==> src/rtl/pcpu_hazard_pkg.sv <==
// -----------------------------------------------------------------------------
// pcpu_hazard_pkg
// Shared definitions for the pipeline hazard / forwarding logic.
//   HZ_REG_ADDR_W  : default register-specifier width
//   FWD_RF/MEM/WB  : operand-mux select encodings (3 is never produced)
//   hazard_entry_t : shadow copy of one pipeline stage {valid, rd, reg_write, mem_read}
//   HZ_BUBBLE      : an empty (invalid) shadow entry
//   fwd_match()    : true when an entry produces the given source register
// -----------------------------------------------------------------------------
package pcpu_hazard_pkg;

  localparam int HZ_REG_ADDR_W = 5;

  localparam logic [1:0] FWD_RF  = 2'd0;
  localparam logic [1:0] FWD_MEM = 2'd1;
  localparam logic [1:0] FWD_WB  = 2'd2;

  typedef struct packed {
    logic                     valid;
    logic [HZ_REG_ADDR_W-1:0] rd;
    logic                     reg_write;
    logic                     mem_read;
  } hazard_entry_t;

  localparam hazard_entry_t HZ_BUBBLE = '0;

  // Register 0 is hard-wired, so a write to it never produces a forwardable value.
  function automatic logic fwd_match(hazard_entry_t e, logic [HZ_REG_ADDR_W-1:0] src);
    return e.valid && e.reg_write && (e.rd != '0) && (e.rd == src);
  endfunction

endpackage

==> src/rtl/hazard_stage_reg.sv <==
// -----------------------------------------------------------------------------
// hazard_stage_reg
// One shadow pipeline entry. Captures i_entry every cycle unless i_bubble is
// high, in which case an empty entry is loaded instead.
// Ports:
//   clk       in   rising-edge clock
//   rst_n     in   asynchronous active-low reset, clears the entry
//   i_bubble  in   load an empty entry this cycle
//   i_entry   in   entry from the previous stage
//   o_entry   out  registered entry
// -----------------------------------------------------------------------------
module hazard_stage_reg
  import pcpu_hazard_pkg::*;
(
  input  logic          clk,
  input  logic          rst_n,
  input  logic          i_bubble,
  input  hazard_entry_t i_entry,
  output hazard_entry_t o_entry
);

  hazard_entry_t r_entry;

  always_ff @(posedge clk or negedge rst_n) begin
    if (!rst_n) begin
      r_entry <= HZ_BUBBLE;
    end else if (i_bubble) begin
      r_entry <= HZ_BUBBLE;
    end else begin
      r_entry <= i_entry;
    end
  end

  assign o_entry = r_entry;

endmodule

==> src/rtl/hazard_forward_unit.sv <==
// -----------------------------------------------------------------------------
// hazard_forward_unit
// Load-use stall detection and EX operand forwarding selection for a classic
// 5-stage pipeline. Keeps shadow EX/MEM/WB entries describing what each stage
// will write, stalls ID for one cycle on a load-use hazard, and registers the
// EX operand-mux selects as the instruction moves from ID to EX.
//
// Optional feature: define HAZARD_STAT_EN to add the 16-bit saturating
// stall_count output.
//
// Ports:
//   clk, rst_n                    clock, asynchronous active-low reset
//   id_valid                      ID holds a real instruction
//   id_rs, id_rt                  ID source specifiers
//   id_uses_rs, id_uses_rt        source actually read
//   id_rd, id_reg_write           ID destination and its write enable
//   id_mem_read                   ID instruction is a load
//   flush                         squash the instruction in ID
//   stall                         hold PC and IF/ID (combinational)
//   ex_bubble                     EX currently holds a bubble
//   fwd_a_sel, fwd_b_sel          EX operand select: 0 RF, 1 MEM, 2 WB
//   stall_count                   (HAZARD_STAT_EN only) stall cycles seen
//
// The shadow-entry struct is sized by the package width; REG_ADDR_W is meant
// to be left at that value.
// -----------------------------------------------------------------------------
module hazard_forward_unit
  import pcpu_hazard_pkg::*;
#(
  parameter int REG_ADDR_W = HZ_REG_ADDR_W
) (
  input  logic                  clk,
  input  logic                  rst_n,
  input  logic                  id_valid,
  input  logic [REG_ADDR_W-1:0] id_rs,
  input  logic [REG_ADDR_W-1:0] id_rt,
  input  logic                  id_uses_rs,
  input  logic                  id_uses_rt,
  input  logic [REG_ADDR_W-1:0] id_rd,
  input  logic                  id_reg_write,
  input  logic                  id_mem_read,
  input  logic                  flush,
  output logic                  stall,
  output logic                  ex_bubble,
  output logic [1:0]            fwd_a_sel,
  output logic [1:0]            fwd_b_sel
`ifdef HAZARD_STAT_EN
  ,
  output logic [15:0]           stall_count
`endif
);

  localparam int N_STAGES = 3;  // EX, MEM, WB

  hazard_entry_t w_stage_d      [N_STAGES];
  hazard_entry_t w_stage_q      [N_STAGES];
  logic          w_stage_bubble [N_STAGES];

  hazard_entry_t w_id_entry;
  hazard_entry_t w_ex;
  hazard_entry_t w_mem;
  logic          w_rs_hit;
  logic          w_rt_hit;
  logic          w_stall;
  logic          w_ex_load;
  logic [1:0]    w_fwd_a_next;
  logic [1:0]    w_fwd_b_next;

  logic [1:0]    r_fwd_a_sel;
  logic [1:0]    r_fwd_b_sel;
  logic          r_ex_bubble;

  assign w_ex  = w_stage_q[0];
  assign w_mem = w_stage_q[1];

  // ---------------------------------------------------------------------------
  // Load-use detection: the load in EX has no data until the end of MEM, so a
  // dependent instruction in ID must wait one cycle. A flush squashes ID, so
  // it overrides the stall.
  // ---------------------------------------------------------------------------
  assign w_rs_hit = id_uses_rs && (id_rs == w_ex.rd);
  assign w_rt_hit = id_uses_rt && (id_rt == w_ex.rd);

  assign w_stall = !flush && id_valid && w_ex.valid && w_ex.mem_read &&
                   w_ex.reg_write && (w_ex.rd != '0) && (w_rs_hit || w_rt_hit);

  assign stall     = w_stall;
  assign w_ex_load = id_valid && !w_stall && !flush;

  assign w_id_entry = '{valid:     id_valid,
                        rd:        id_rd,
                        reg_write: id_reg_write,
                        mem_read:  id_mem_read};

  // ---------------------------------------------------------------------------
  // Shadow pipeline EX -> MEM -> WB. Only EX can take a bubble; the later
  // stages always advance. WB is tracked so the pipeline picture is complete,
  // but nothing forwards from it: the register file writes before it is read.
  // ---------------------------------------------------------------------------
  assign w_stage_d[0]      = w_id_entry;
  assign w_stage_bubble[0] = !w_ex_load;

  genvar gi;
  generate
    for (gi = 1; gi < N_STAGES; gi++) begin : g_chain
      assign w_stage_d[gi]      = w_stage_q[gi-1];
      assign w_stage_bubble[gi] = 1'b0;
    end

    for (gi = 0; gi < N_STAGES; gi++) begin : g_stage
      hazard_stage_reg u_stage (
        .clk      (clk),
        .rst_n    (rst_n),
        .i_bubble (w_stage_bubble[gi]),
        .i_entry  (w_stage_d[gi]),
        .o_entry  (w_stage_q[gi])
      );
    end
  endgenerate

  // ---------------------------------------------------------------------------
  // Forward select, evaluated while the consumer is still in ID. At the edge
  // the current EX producer moves to MEM and the current MEM producer moves to
  // WB, hence EX match -> MEM select and MEM match -> WB select. Checking EX
  // first gives the younger producer priority.
  // ---------------------------------------------------------------------------
  function automatic logic [1:0] pick_src(logic uses, logic [REG_ADDR_W-1:0] src,
                                          hazard_entry_t ex_e, hazard_entry_t mem_e);
    if (!uses) begin
      return FWD_RF;
    end else if (fwd_match(ex_e, src)) begin
      return FWD_MEM;
    end else if (fwd_match(mem_e, src)) begin
      return FWD_WB;
    end
    return FWD_RF;
  endfunction

  assign w_fwd_a_next = pick_src(id_uses_rs, id_rs, w_ex, w_mem);
  assign w_fwd_b_next = pick_src(id_uses_rt, id_rt, w_ex, w_mem);

  always_ff @(posedge clk or negedge rst_n) begin
    if (!rst_n) begin
      r_fwd_a_sel <= FWD_RF;
      r_fwd_b_sel <= FWD_RF;
      r_ex_bubble <= 1'b1;
    end else if (w_ex_load) begin
      r_fwd_a_sel <= w_fwd_a_next;
      r_fwd_b_sel <= w_fwd_b_next;
      r_ex_bubble <= 1'b0;
    end else begin
      r_fwd_a_sel <= FWD_RF;
      r_fwd_b_sel <= FWD_RF;
      r_ex_bubble <= 1'b1;
    end
  end

  assign fwd_a_sel = r_fwd_a_sel;
  assign fwd_b_sel = r_fwd_b_sel;
  assign ex_bubble = r_ex_bubble;

`ifdef HAZARD_STAT_EN
  // Stall-cycle counter, sticks at all-ones instead of wrapping.
  logic [15:0] r_stall_count;

  always_ff @(posedge clk or negedge rst_n) begin
    if (!rst_n) begin
      r_stall_count <= '0;
    end else if (w_stall && (r_stall_count != 16'hFFFF)) begin
      r_stall_count <= r_stall_count + 16'd1;
    end
  end

  assign stall_count = r_stall_count;
`endif

endmodule

==> config.mk <==
export PLATFORM = sky130hd
export DESIGN_NAME = hazard_forward_unit
export DESIGN_NICKNAME = d
export VERILOG_FILES = /design/src/rtl/pcpu_hazard_pkg.sv /design/src/rtl/hazard_stage_reg.sv /design/src/rtl/hazard_forward_unit.sv
export SDC_FILE = /design/constraint.sdc
export NUM_CORES = 1
export LEC_CHECK = 0
export CAP_MARGIN = 20
export CORE_MARGIN = 2
export CORE_UTILIZATION = 40
export DETAILED_ROUTE_END_ITERATION = 8
export PLACE_DENSITY = 0.71
export SYNTH_ARGS = -nofsm -noshare
export SYNTH_HDL_FRONTEND = slang
export SYNTH_SLANG_ARGS = --single-unit
==> constraint.sdc <==
create_clock -name clk -period 1.85 [get_ports clk]
set_clock_uncertainty 0.15 [all_clocks]
set_input_delay 0.185 -clock clk [delete_from_list [all_inputs] [get_ports clk]]
set_output_delay 0.185 -clock clk [all_outputs]
set_load 0.05 [all_outputs]
==> results.yml <==
worst_setup_path:
  timing.critical_path.arrival_ns: 1.92
  worstSetupStartpointType: "flip-flop"
  critPathCaptureType: "output port"
  critPathRequiredTime_ns: 1.51
  critPathKind: "flip-flop to output port"
  path_max_fanout: 4
detailed_routing:
  wl_per_cell_microns: 12.8
  routed_wirelength_microns: 2120
  first_drt_pass_iteration_count: 4
  vias: 771
  detail_route.vias_per_cell: 4.67
  detailedRoute.firstIterationViolations: 6
  remaining_drc_errors: 0
  detail-route-antenna-nets: 0
timing:
  fin_ws_ns: -0.403
  achievable-frequency_mhz: 444
  final_min_period_over_clock_period: 1.22
  setup_violations: 11
  worst-slew-pin-transition_ns: 0.493
  timing.final.hold_violations: 0
  relSlewSlack: 0.671
  drv_slew: 0
  period_needed_ns: 2.25
  setup_repair_after_global_routing_missed_its_margin: "true"
flow_run:
  timing.max_cap.violations: 0
yosys:
  synth_cell_types: 22
  post_synth_main_area_contributors: "sky130_fd_sc_hd__dfrtp_1 (51%), sky130_fd_sc_hd__xor2_1 (17%), sky130_fd_sc_hd__nor2_1 (4.0%)"
  synth_cells: 85
  synth.mux.area_fraction: 0
  synthAdderAreaFrac: 0
  yosys_warnings: 0
  syn-cell-area_sq_um: 936
  synth_xor_area_frac: 0.187
  synth_top_cell_by_area: "sky130_fd_sc_hd__dfrtp_1"
  yosys.area.top_type_share: 0.508
  synth.avg_cell_area_sq_um: 11.0
  post_synthesis_share_of_cell_area_spent_on_and_or_nand_and_nor_gates: 0.194
  synth_sequential_area_ratio: 0.536
  synth_compound_area_frac: 0.0709
  largest_family_of_logic_cells_by_synthesized_area: "simple AND/OR/NAND/NOR gates"
  syn-num-nets: 108
  postSynthRegisterBits: 20
final_layout:
  total_of_fill_cells_in_the_finished_design: 167
  stdcell_area_sq_um: 1540
  post-route-util: 0.694
  drive_above_1_share: 0.358
  layout.cells.most_common: "sky130_fd_sc_hd__clkdlybuf4s50_1"
  syn_to_final_growth_pct: 64.0
  final_net_count: 161
  antennaDiodeCount: 0
  most-common-layout-cells: "sky130_fd_sc_hd__clkdlybuf4s50_1 (26), sky130_fd_sc_hd__xor2_1 (18), sky130_fd_sc_hd__buf_4 (18)"
global_route:
  gr-usage-all-layers: 0.178
  grt_antenna_before_repair: 0
  busiest_layer: "met2"
  global_route_wire_length_before_repair_microns: 3470
  grt_pass1_vias: 792
  global_route.usage.met3: 0.0400
  maximum_number_of_pins_on_one_net_before_global_route_repair: 21
  met2_grt_util: 0.290
  grt-ovfl-total: 0
  grt_util_met1: 0.224
floorplan:
  die_area_sq_um: 2740
  die_height_microns: 52.4
  core_box_area_sq_um: 2210
  die_w_microns: 52.4
  fp-row-count: 17
  start_util: 0.423
  floorplan.io_pins: 29
clock_network:
  tritoncts: "yes"
  cts-root-to-sink-buffers: 2
  root_buffer: "sky130_fd_sc_hd__clkbuf_4"
  numCtsBuffers: 3
  clk_pin_slew_ns: 0.12
  clock_tree.htree_level_count: 1
  cts.sinks: 20
  clock_insertion_delay_worst_skew_ns: 0.30
  ctsHoldBuffers: 0
power_and_ir_drop:
  p_per_area_nw_per_um2: 552
  max-vdd-ir-drop_mv: 0.414
  cellLeakagePower_nw: 0.681
placement:
  port-buffer-count: 28
  placed_cell_area_sq_um: 1380
  place_ws_ns: -0.253
  final_weighted_congestion_in_routability_driven_placement: 0.845
  dp.final_hpwl_microns: 1560
run_status:
  run_status: "complete, but fails checks"
  violated_checks: "setup timing"
min_path:
  timing.hold.worst.class: "primary input to async pin"
[what timing repair did]
item	in CTS	in global routing
pin swaps	2	6
setup endpoints to repair	4	14
gates cloned	0	1
setup buffers	2	3
resized for setup	6	19
[where the power goes]
| group | total (W) | leakage [nW] | switching, W | internal (W) |
|---|---|---|---|---|
| clock | 0.000216 | 0.0150 | 0.000132 | 0.0000839 |
| combinational | 0.000164 | 0.402 | 0.0000686 | 0.0000954 |
| sequential | 0.000467 | 0.264 | 0.0000149 | 0.000452 |
| total | 0.000847 | 0.681 | 0.000215 | 0.000632 |
[metrics by stage]
step,cells,setup TNS [ns],hold slack (ns),total power [W]
after floorplan,85,-0.0540,-0.261,0.000527
after global placement,156,-1.30,0.227,0.000621
after detailed placement,156,-1.35,0.230,0.000623
after CTS,162,-0.591,0.0693,0.000841
after global routing,165,-1.50,0.0679,0.000886
final,165,-0.690,0.0628,0.000847
[cell type report]
class	count	area [sq um]	area share
sequential	20	504	0.328
multi-input combinational	62	495	0.323
timing repair buffer	49	464	0.302
tap	28	35.0	0.0228
clock buffer	4	26.3	0.0171
inverter	2	10.0	0.00652
[path summary, 6_finish.rpt]
path / startpoint / slack, ns / depth (start not counted) / end
max reg2reg: g_stage[0].u_stage.o_entry[3]$_DFF_PN0_ / -0.08 / 6 / ex_bubble$_DFF_PN1_
min in group clk: id_rd[0] / 0.23 / 3 / g_stage[0].u_stage.o_entry[2]$_DFF_PN0_
max in group asynchronous: rst_n / 1.21 / 2 / ex_bubble$_DFF_PN1_
min: rst_n / 0.06 / 2 / g_stage[1].u_stage.o_entry[1]$_DFF_PN0_
min reg2reg: g_stage[0].u_stage.o_entry[1]$_DFF_PN0_ / 0.28 / 0 / g_stage[1].u_stage.o_entry[1]$_DFF_PN0_
max: g_stage[0].u_stage.o_entry[2]$_DFF_PN0_ / -0.40 / 6 / stall
[flip-flops by register name (all words and copies together) (netlist names)]
name                     count
g_stage.u_stage.o_entry     15
ex_bubble                    1
fwd_a_sel                    2
fwd_b_sel                    2
[Yosys cell counts, drive strengths merged]
library cell,count
a211oi,3
and2,1
buf,1
dfrtp,19
dfstp,1
inv,2
nand2,9
nand2b,2
nand3,4
nor2,10
nor2b,1
nor3,2
nor4,4
o2111ai,1
o211ai,1
o21ai,2
or4,2
xnor2,2
xor2,18
[critical path, stage by stage, from the launching register on]
cell and delay, ns:
sky130_fd_sc_hd__dfrtp_2 0.48, sky130_fd_sc_hd__xor2_1 0.19, sky130_fd_sc_hd__nor3_2 0.22, sky130_fd_sc_hd__nand3_2 0.14, sky130_fd_sc_hd__a211oi_4 0.26, sky130_fd_sc_hd__and2_4 0.20
sky130_fd_sc_hd__buf_12 0.13
[per-layer routing]
metal / up-vias / wire, microns
li1: 388 / -
met1: 361 / 879
met2: 18 / 1140
met3: 4 / 75
met4: 0 / 29
met5: - / 0
[logic make-up (layout without fill, tap and decap cells)]
logic type | after synthesis | after routing
XOR/XNOR | 20 | 20
AND/OR/NAND/NOR | 35 | 35
buffers and inverters | 3 | 55
AO/OA/AOI/OAI | 7 | 7
flip-flops | 20 | 20
No activity file was read; power rests on OpenSTA's default activity.
